$ cat src/rtl/sizes.sv
// Shared data widths and the psum type for the PE and its collector.
package sizes;

  localparam int DATA_SIZE        = 8;
  localparam int BIGGER_DATA_SIZE = 16;

  typedef logic signed [BIGGER_DATA_SIZE-1:0] psum_t;

  localparam psum_t PSUM_MAX = {1'b0, {(BIGGER_DATA_SIZE-1){1'b1}}};
  localparam psum_t PSUM_MIN = {1'b1, {(BIGGER_DATA_SIZE-1){1'b0}}};

endpackage

$ cat src/rtl/psum_fifo.sv
// First-word fall-through result FIFO; head reads as zero when empty.
module psum_fifo
  import sizes::*;
#(
  parameter int DEPTH = 4
) (
  input  logic  clk,
  input  logic  rst_n,
  input  logic  flush_i,
  input  logic  push_i,
  input  logic  pop_i,
  input  psum_t data_i,
  output psum_t data_o,
  output logic  full_o,
  output logic  empty_o
);

  localparam int AW = $clog2(DEPTH);

  psum_t         mem_q [DEPTH];
  logic [AW-1:0] wr_q, wr_d;
  logic [AW-1:0] rd_q, rd_d;
  logic [AW:0]   cnt_q, cnt_d;
  logic          push_ok;
  logic          pop_ok;

  assign empty_o = (cnt_q == '0);
  assign full_o  = (cnt_q == (AW+1)'(DEPTH));
  assign data_o  = empty_o ? '0 : mem_q[rd_q];

  // A push into a full FIFO is fine when the head leaves in the same cycle.
  assign pop_ok  = pop_i & ~empty_o;
  assign push_ok = push_i & (~full_o | pop_ok);

  always_comb begin
    wr_d  = wr_q;
    rd_d  = rd_q;
    cnt_d = cnt_q;
    if (flush_i) begin
      wr_d  = '0;
      rd_d  = '0;
      cnt_d = '0;
    end else begin
      if (push_ok) wr_d = wr_q + AW'(1);
      if (pop_ok)  rd_d = rd_q + AW'(1);
      unique case ({push_ok, pop_ok})
        2'b10:   cnt_d = cnt_q + (AW+1)'(1);
        2'b01:   cnt_d = cnt_q - (AW+1)'(1);
        default: cnt_d = cnt_q;
      endcase
    end
  end

  always_ff @(posedge clk or negedge rst_n) begin
    if (!rst_n) begin
      wr_q  <= '0;
      rd_q  <= '0;
      cnt_q <= '0;
    end else begin
      wr_q  <= wr_d;
      rd_q  <= rd_d;
      cnt_q <= cnt_d;
    end
  end

  always_ff @(posedge clk) begin
    if (push_ok && !flush_i) mem_q[wr_q] <= data_i;
  end

endmodule

$ cat src/rtl/psum_collector.sv
// Channel-reduction collector: accumulates, saturates and queues PE psums.
// Define PSUM_COLLECTOR_RELU_EN to clamp negative results to zero.
module psum_collector
  import sizes::*;
#(
  parameter int MAX_ACC    = 16,
  parameter int FIFO_DEPTH = 4
) (
  input  logic                               clk,
  input  logic                               rst_n,
  input  logic                               clear_i,
  input  logic [$clog2(MAX_ACC+1)-1:0]       num_acc_i,
  input  logic signed [BIGGER_DATA_SIZE-1:0] psum_i,
  input  logic                               psum_valid_i,
  output logic signed [BIGGER_DATA_SIZE-1:0] out_data_o,
  output logic                               out_valid_o,
  input  logic                               out_ready_i,
  output logic                               full_o,
  output logic                               busy_o,
  output logic                               overflow_o
);

  localparam int CW    = $clog2(MAX_ACC+1);
  localparam int ACC_W = BIGGER_DATA_SIZE + $clog2(MAX_ACC);
  localparam int GW    = ACC_W - BIGGER_DATA_SIZE;

  typedef logic signed [ACC_W-1:0] acc_t;

  function automatic acc_t sx(input psum_t v);
    return {{GW{v[BIGGER_DATA_SIZE-1]}}, v};
  endfunction

  function automatic psum_t sat(input acc_t s);
    if (s > sx(PSUM_MAX))      return PSUM_MAX;
    else if (s < sx(PSUM_MIN)) return PSUM_MIN;
    else                       return s[BIGGER_DATA_SIZE-1:0];
  endfunction

  logic [CW-1:0] cnt_q, cnt_d;
  logic [CW-1:0] tgt_q, tgt_d;
  acc_t          acc_q, acc_d;
  logic          ov_q, ov_d;
  logic [CW-1:0] n_req;
  logic [CW-1:0] tgt_eff;
  logic          last;
  acc_t          sum;
  psum_t         sat_v;
  psum_t         res;
  logic          push;
  logic          pop;
  logic          f_full;
  logic          f_empty;

  // Targets above MAX_ACC would outgrow the accumulator guard bits.
  always_comb begin
    n_req = num_acc_i;
    if (num_acc_i == '0)                n_req = CW'(1);
    else if (num_acc_i > CW'(MAX_ACC)) n_req = CW'(MAX_ACC);
  end

  assign tgt_eff = (cnt_q == '0) ? n_req : tgt_q;
  assign last    = (cnt_q == tgt_eff - CW'(1));
  assign sum     = (cnt_q == '0) ? sx(psum_i) : acc_q + sx(psum_i);
  assign sat_v   = sat(sum);

`ifdef PSUM_COLLECTOR_RELU_EN
  assign res = sat_v[BIGGER_DATA_SIZE-1] ? '0 : sat_v;
`else
  assign res = sat_v;
`endif

  assign push = psum_valid_i & last & ~clear_i;
  assign pop  = out_valid_o & out_ready_i;

  always_comb begin
    cnt_d = cnt_q;
    tgt_d = tgt_q;
    acc_d = acc_q;
    ov_d  = ov_q;
    if (clear_i) begin
      cnt_d = '0;
      acc_d = '0;
      ov_d  = 1'b0;
    end else if (psum_valid_i) begin
      tgt_d = tgt_eff;
      if (last) begin
        cnt_d = '0;
        acc_d = '0;
        ov_d  = ov_q | (f_full & ~pop);
      end else begin
        cnt_d = cnt_q + CW'(1);
        acc_d = sum;
      end
    end
  end

  always_ff @(posedge clk or negedge rst_n) begin
    if (!rst_n) begin
      cnt_q <= '0;
      tgt_q <= '0;
      acc_q <= '0;
      ov_q  <= 1'b0;
    end else begin
      cnt_q <= cnt_d;
      tgt_q <= tgt_d;
      acc_q <= acc_d;
      ov_q  <= ov_d;
    end
  end

  psum_fifo #(
    .DEPTH(FIFO_DEPTH)
  ) u_fifo (
    .clk    (clk),
    .rst_n  (rst_n),
    .flush_i(clear_i),
    .push_i (push),
    .pop_i  (pop),
    .data_i (res),
    .data_o (out_data_o),
    .full_o (f_full),
    .empty_o(f_empty)
  );

  assign out_valid_o = ~f_empty;
  assign full_o      = f_full;
  assign busy_o      = (cnt_q != '0);
  assign overflow_o  = ov_q;

endmodule

$ cat config.mk
export PLATFORM = sky130hd
export DESIGN_NAME = psum_collector
export DESIGN_NICKNAME = d
export VERILOG_FILES = /design/src/rtl/sizes.sv /design/src/rtl/psum_fifo.sv /design/src/rtl/psum_collector.sv
export SDC_FILE = /design/constraint.sdc
export NUM_CORES = 1
export LEC_CHECK = 0
export CAP_MARGIN = 5
export CELL_PAD_IN_SITES_DETAIL_PLACEMENT = 1
export CELL_PAD_IN_SITES_GLOBAL_PLACEMENT = 1
export CORE_MARGIN = 4
export CORE_UTILIZATION = 29
export CTS_CLUSTER_DIAMETER = 120
export DETAILED_ROUTE_END_ITERATION = 12
export DONT_BUFFER_PORTS = 1
export GPL_ROUTABILITY_DRIVEN = 0
export GPL_TIMING_DRIVEN = 0
export PLACE_DENSITY_LB_ADDON = 0.1
export REMOVE_ABC_BUFFERS = 1
export SLEW_MARGIN = 20
export SYNTH_ARGS = -nofsm -noshare
export SYNTH_HDL_FRONTEND = slang
export SYNTH_SLANG_ARGS = --single-unit
$ cat constraint.sdc
create_clock -name clk -period 3.65 [get_ports clk]
set_clock_uncertainty 0.1 [all_clocks]
set_input_delay 0.365 -clock clk [delete_from_list [all_inputs] [get_ports clk]]
set_output_delay 0.365 -clock clk [all_outputs]
set_load 0.005 [all_outputs]
# [After elaboration in Yosys (flattened, before gate mapping)]
# Memory sizes are Yosys's and may differ from the RTL's.
# Cells that the tools add are included.
[word_totals] ff_bits=38 n_memories=1 output_inout_bits=20 mem_bits_rw=64
[op_classes] eq_ne=4 addsub=7 n_mux=24 reduce_logical=13 bitwise=12 magnitude_cmp=3
[memory_table] name="u_fifo.mem_q" depth=4 word_bits=16 rd=1 rd_clocked_by_memory_dff=0 write_ports=1 line_no="psum_fifo.sv:20" rtl="psum_t mem_q [DEPTH];"
[op_table] op="$mux W20" n=4
[op_table] op="$mux W16" n=3
[op_table] op="$mux W5" n=6
[op_table] op="$add A20 B16 Y20" n=1
[op_table] op="$gt A20 B16 Y1 const B" n=1
[op_table] op="$lt A20 B16 Y1 const B" n=1
[op_table] op="$logic_not A5 Y1" n=2
[op_table] op="$mux W2" n=4
[op_table] op="$reduce_bool A2 Y1" n=4
[op_table] op="$and A1 B1 Y1" n=6
[op_table] op="$pmux W3 S2" n=1
[op_table] op="$add A5 B1 Y5 const B" n=1
[op_table] op="$eq A5 B5 Y1" n=1
[op_table] op="$gt A5 B5 Y1 const B" n=1
[op_table] op="$mux W1" n=5
[op_table] op="$reduce_bool A5 Y1" n=1
[op_table] op="$sub A5 B1 Y5 const B" n=1
[op_table] op="$add A2 B1 Y2 const B" n=2
[op_table] op="$not A1 Y1" n=4
[op_table] op="$reduce_and A2 Y1" n=2
[op_table] op="$add A3 B1 Y3 const B" n=1
[op_table] op="$eq A3 B3 Y1 const B" n=1
[op_table] op="$logic_not A3 Y1" n=1
[op_table] op="$mux W3" n=1
[op_table] op="7 further kinds" n=8

# [Logic depth before layout (Yosys ltp)]
[depth] depth_word=12 mapped_depth=17 mapped_depth_nobuf=17

# [Modules after synthesis]
# A second synthesis with hierarchy kept.
[unflattened] cells_unflattened=518 hier_area_um2=5943.2
[modules_own_cells] module="psum_fifo" area_per_inst_um2=2979.1 n_inst=1 cells_per_inst=163 seq_area_each_um2=2097.0
[modules_own_cells] module="psum_collector" area_per_inst_um2=2964.1 n_inst=1 cells_per_inst=355 seq_area_each_um2=775.7

# [Worst setup path before layout]
# No wires, ideal clock.
[synth_path] path_type="register to register" from="register cnt_q[0]" to="register u_fifo.cnt_q[2]" path_stages_with_launch=18 t_arrival_ns=3.389 setup_slack_ns=0.083 setup_ns=0.079 path_buffers=1 synth_period_minus_slack_ns=3.567 path_cell_list="dfrtp_1 -> inv_1 -> ha_1 -> nor4b_4 -> inv_2 -> clkbuf_1 -> a21oi_1 -> ha_1 -> xor2_1 -> xnor2_1 -> nor3_1 -> and3_4 -> a21boi_0 -> inv_1 -> fa_1 -> xor2_1 -> or3_1 -> a21oi_1"
[synth_via] elab_chain_len=10
[synth_rtl] item="start: declaration" line_no="psum_collector.sv:39" rtl="logic [CW-1:0] cnt_q, cnt_d;"
[synth_rtl] item="start signal: assignment" line_no="psum_collector.sv:104" rtl="cnt_q <= cnt_d;"
[synth_rtl] item="$logic_not A5 Y1" line_no="psum_collector.sv:61" rtl="assign tgt_eff = (cnt_q == '0) ? n_req : tgt_q;"
[synth_rtl] item="$mux W5" line_no="psum_collector.sv:61"
[synth_rtl] item="$sub A5 B1 Y5" line_no="psum_collector.sv:62" rtl="assign last = (cnt_q == tgt_eff - CW'(1));"
[synth_rtl] item="$eq A5 B5 Y1 *" line_no="psum_collector.sv:62"
[synth_rtl] item="$and A1 B1 Y1 * (2 in series)" line_no="psum_collector.sv:72" rtl="assign push = psum_valid_i & last & ~clear_i;"
[synth_rtl] item="$and A1 B1 Y1 *" line_no="psum_fifo.sv:33" rtl="assign push_ok = push_i & (~full_o | pop_ok);"
[synth_rtl] item="$eq A2 B1 Y1 / $eq A2 B2 Y1 (equally long branches)" line_no="psum_fifo.sv:46" rtl="unique case ({push_ok, pop_ok})"
[synth_rtl] item="$pmux W3 S2" line_no="psum_fifo.sv:46"
[synth_rtl] item="$mux W3" line_no="psum_fifo.sv:39" rtl="if (flush_i) begin"
[synth_rtl] item="end signal: assignment" line_no="psum_fifo.sv:62" rtl="cnt_q <= cnt_d;"
[synth_rtl] item="end: declaration" line_no="psum_fifo.sv:23" rtl="logic [AW:0] cnt_q, cnt_d;"
# Every way passes the cells marked *; elsewhere a longest branch is shown, timed or not.
# A chain may end at the register's enable or synchronous reset.

# [Worst setup path in the final report]
[layout_path] from="register cnt_q[1]" to="register u_fifo.cnt_q[2]"
# The elaborated chain is that of the path after synthesis.

==> flow_metrics.env <==
export IMPL_outcome="finished clean"
export IMPL_die_h_um=146
export IMPL_synth_top_family_by_area="compound AO/OA/AOI/OAI gates"
export IMPL_grt_max_degree=39
export IMPL_clkLatencyLatePin_ns=0.35
export IMPL_yosysWarnings=0
export IMPL_drv_slew=0
export IMPL_max_freq_mhz=280
export IMPL_fin_area_um2=6430
export IMPL_numPortBuffers=0
export IMPL_regToRegEndpoint="u_fifo.cnt_q[2]$_DFFE_PN0P_"
export IMPL_clock_sinks=102
export IMPL_vias=3687
export IMPL_routed_wl_mm=14.7
export IMPL_drive_gt1_share_pct=19.0
export IMPL_dp_cells=690
export IMPL_r2r_cells=18
export IMPL_clk_pin_slew_ns=0.08
export IMPL_fin_nets=539
export IMPL_die_w_um=146
export IMPL_die_area_um2=21500
export IMPL_clockBufferDepth=2
export IMPL_synth_top_flop_cell="edfxtp_1"
export IMPL_r2r_start="cnt_q[1]$_DFFE_PN0P_"
export IMPL_synthAdderAreaFrac_pct=6.57
export IMPL_place_area_um2=5810
export IMPL_ios=46
export IMPL_drc=0
export IMPL_antenna_diode_count=0
export IMPL_leakagePower_nw=2.40
export IMPL_p_per_area_nw_per_um2=539
export IMPL_grt_pass1_vias=3936
export IMPL_p_total_mw=3.47
export IMPL_tns_ns=0
export IMPL_globalRouteOverflowTotal=0
export IMPL_irDropWorstVdd_uv=220
export IMPL_r2r_setup_slack_ns=0.08
export IMPL_rsz0062_at_grt="yes"
export IMPL_synth_edff_count=64
export IMPL_wl_per_cell_um=20.2
export IMPL_arrival_ns=3.74
export IMPL_crit_required_ns=3.82
export IMPL_numCtsBuffers=9
export IMPL_hold_depth=2
export IMPL_synth_cell_type_count=62
export IMPL_via_per_inst=5.09
export IMPL_final_util_pct=34.2
export IMPL_dp_slack_ns=-1.25
export IMPL_slowest_stage="dfrtp_1"
export IMPL_synth_area_leaders="edfxtp_1 (35%), dfrtp_1 (17%), mux4_2 (6.5%)"
export IMPL_worstSetupStartpointType="register"
export IMPL_hold_slack_ns=0.0557
export IMPL_ant_nets=0
export IMPL_drt_pass1_iterations=4
export IMPL_grt_pass1_wl_mm=22.8
export IMPL_worst_setup_path_type="reg -> reg"
export IMPL_min_to="tgt_q[3]$_DFFE_PN0P_"
export IMPL_critPathMaxFanout=6
export IMPL_worstHoldStart="num_acc_i[3]"
export IMPL_ys_seq_area_share_pct=51.7
export IMPL_critPathMaxStageDelay_ns=0.40
export IMPL_area_growth_pct=15.6
export IMPL_instances_no_fill=724
export IMPL_slew_headroom_pct=41.8
export IMPL_dp_hpwl_mm=9.99
export IMPL_gr_usage_all_layers_pct=13.5
export IMPL_fin_crit_ns=3.57
export IMPL_synthSimpleGateAreaFrac_pct=12.3
export IMPL_hold_class="in -> reg"
export IMPL_tightest_slew_ns=0.874
export IMPL_synth_area_per_cell_um2=11.8
export IMPL_setup_viol=0
export IMPL_async_flop_share_pct=37.3
export IMPL_final_hold_violation_count=0
export IMPL_yosys_mux_area_fraction_pct=8.39
export IMPL_grt_antenna_before_repair=0
export IMPL_layout_cells_most_common="edfxtp_1"
export IMPL_synth_compound_area_share_pct=13.3
export IMPL_cts_root_buf="clkbuf_16"
export IMPL_rows=50
export IMPL_yosysTopAreaCell="edfxtp_1"
export IMPL_yosys_area_share_xor_xnor_pct=5.13
export IMPL_synth_top_area_share_pct=34.6
export IMPL_cts_tree="yes"
export IMPL_worst_slack_ns=0.0821
export IMPL_drt_iter0_markers=181
export IMPL_syn_area_um2=5560
export IMPL_coreArea_um2=18800
export IMPL_period_share_pct=97.7
export IMPL_synth_seq_cells=102
export IMPL_syn_inst=471
export IMPL_cap_viol_max_count=0
export IMPL_start_util_pct=29.6
export IMPL_final_cell_mix="edfxtp_1 (64), o21ai_0 (42), nand2_1 (41), dfrtp_1 (36)"
export IMPL_cp_cell_sequence="inv_2 -> ha_4 -> nor4b_4 -> buf_6 -> clkinv_8 -> nor3b_4 -> a21oi_2 -> ha_2 -> xor2_1 -> xnor2_1 -> nor3_1 -> and3_4 -> a21boi_4 -> inv_2 -> fa_2 -> xor2_1 -> or3_1 -> a21oi_2"
export IMPL_htreeDepth=3
export IMPL_end_kind="register"
==> cells by family after synthesis <==
logic type	after synthesis
flops	102
xor+xnor	31
simple gates	133
compound gates	120
fa+ha+maj	28
mux	25
buf+inv	32
==> area by class of cell <==
cell class                      instances  area [um^2]
Tap cell                              234          293
Multi-Input combinational cell        338         2680
Timing Repair inverter                  3         26.3
Clock buffer                            9          225
Sequential cell                       102         2880
Timing Repair Buffer                   18          183
Fill cell                            2034        12300
Clock inverter                          7         86.3
Inverter                               13         61.3
==> synth_stat cells, drive strengths merged, types with 4 or more instances <==
library cell / instances
inv: 13
a21oi: 22
buf: 4
nor2b: 7
mux4: 16
and3: 5
nand4: 6
a21o: 9
nor3: 6
xor2: 13
nand3: 5
xnor2: 17
o21ai: 59
mux2i: 6
clkbuf: 15
and2: 25
nand2b: 4
nor2: 26
ha: 26
nand2: 41
edfxtp: 64
dfrtp: 38
==> flip-flops by register name (all words and copies together) (netlist names) <==
signal,flops
u_fifo.rd_q,2
u_fifo.mem_q,64
u_fifo.wr_q,2
cnt_q,5
tgt_q,5
acc_q,20
overflow_o,1
u_fifo.cnt_q,3
==> power breakdown <==
| part | internal, mW | switching, mW |
|---|---|---|
| registers | 1.35 | 0.0836 |
| clock network | 0.550 | 0.476 |
| logic | 0.433 | 0.575 |
| total | 2.33 | 1.13 |
==> how the worst max path moves through the flow <==
stage / from / end / slack (ns) / cells past startpoint
3_5_place_dp: cnt_q[0]$_DFFE_PN0P_ / u_fifo.mem_q[2][8]$_DFFE_PP_ / -1.25 / 14
3_3_place_gp: cnt_q[0]$_DFFE_PN0P_ / u_fifo.mem_q[0][8]$_DFFE_PP_ / -1.94 / 14
5_1_grt: cnt_q[1]$_DFFE_PN0P_ / u_fifo.cnt_q[2]$_DFFE_PN0P_ / -0.15 / 18
2_1_floorplan: cnt_q[0]$_DFFE_PN0P_ / u_fifo.cnt_q[2]$_DFFE_PN0P_ / -0.49 / 16
6_report: cnt_q[1]$_DFFE_PN0P_ / u_fifo.cnt_q[2]$_DFFE_PN0P_ / 0.08 / 18
4_1_cts: cnt_q[0]$_DFFE_PN0P_ / u_fifo.cnt_q[2]$_DFFE_PN0P_ / 0.0003 / 18
==> worst max-delay path: cells and delay by family (launching register included) <==
kind            cells  cell delay (ns)
flops               1             0.40
compound gates      3             0.32
xor+xnor            3             0.49
fa+ha+maj           3             0.67
simple gates        5             1.08
buf+inv             4             0.41
==> what timing repair did <==
action | in CTS | in global routing
hold endpoints to repair | 49 | 0
buffers inserted | 4 | 7
gates resized for setup | 21 | 31
hold buffers | 3 | 0
pin swaps | 1 | 13
setup endpoints to repair | 137 | 140
gates cloned | 0 | 4
==> metal layers <==
layer	track usage [%]	share of wire [%]	vias up	wire length (um)
met5	0	0	-	0
met4	3.25	1.9	0	276
met3	2.98	3.2	14	465
met2	22.5	49	36	7190
met1	18.0	46	1869	6720
li1	-	-	1768	-
Note: power is estimated with default switching activity, not from simulation.
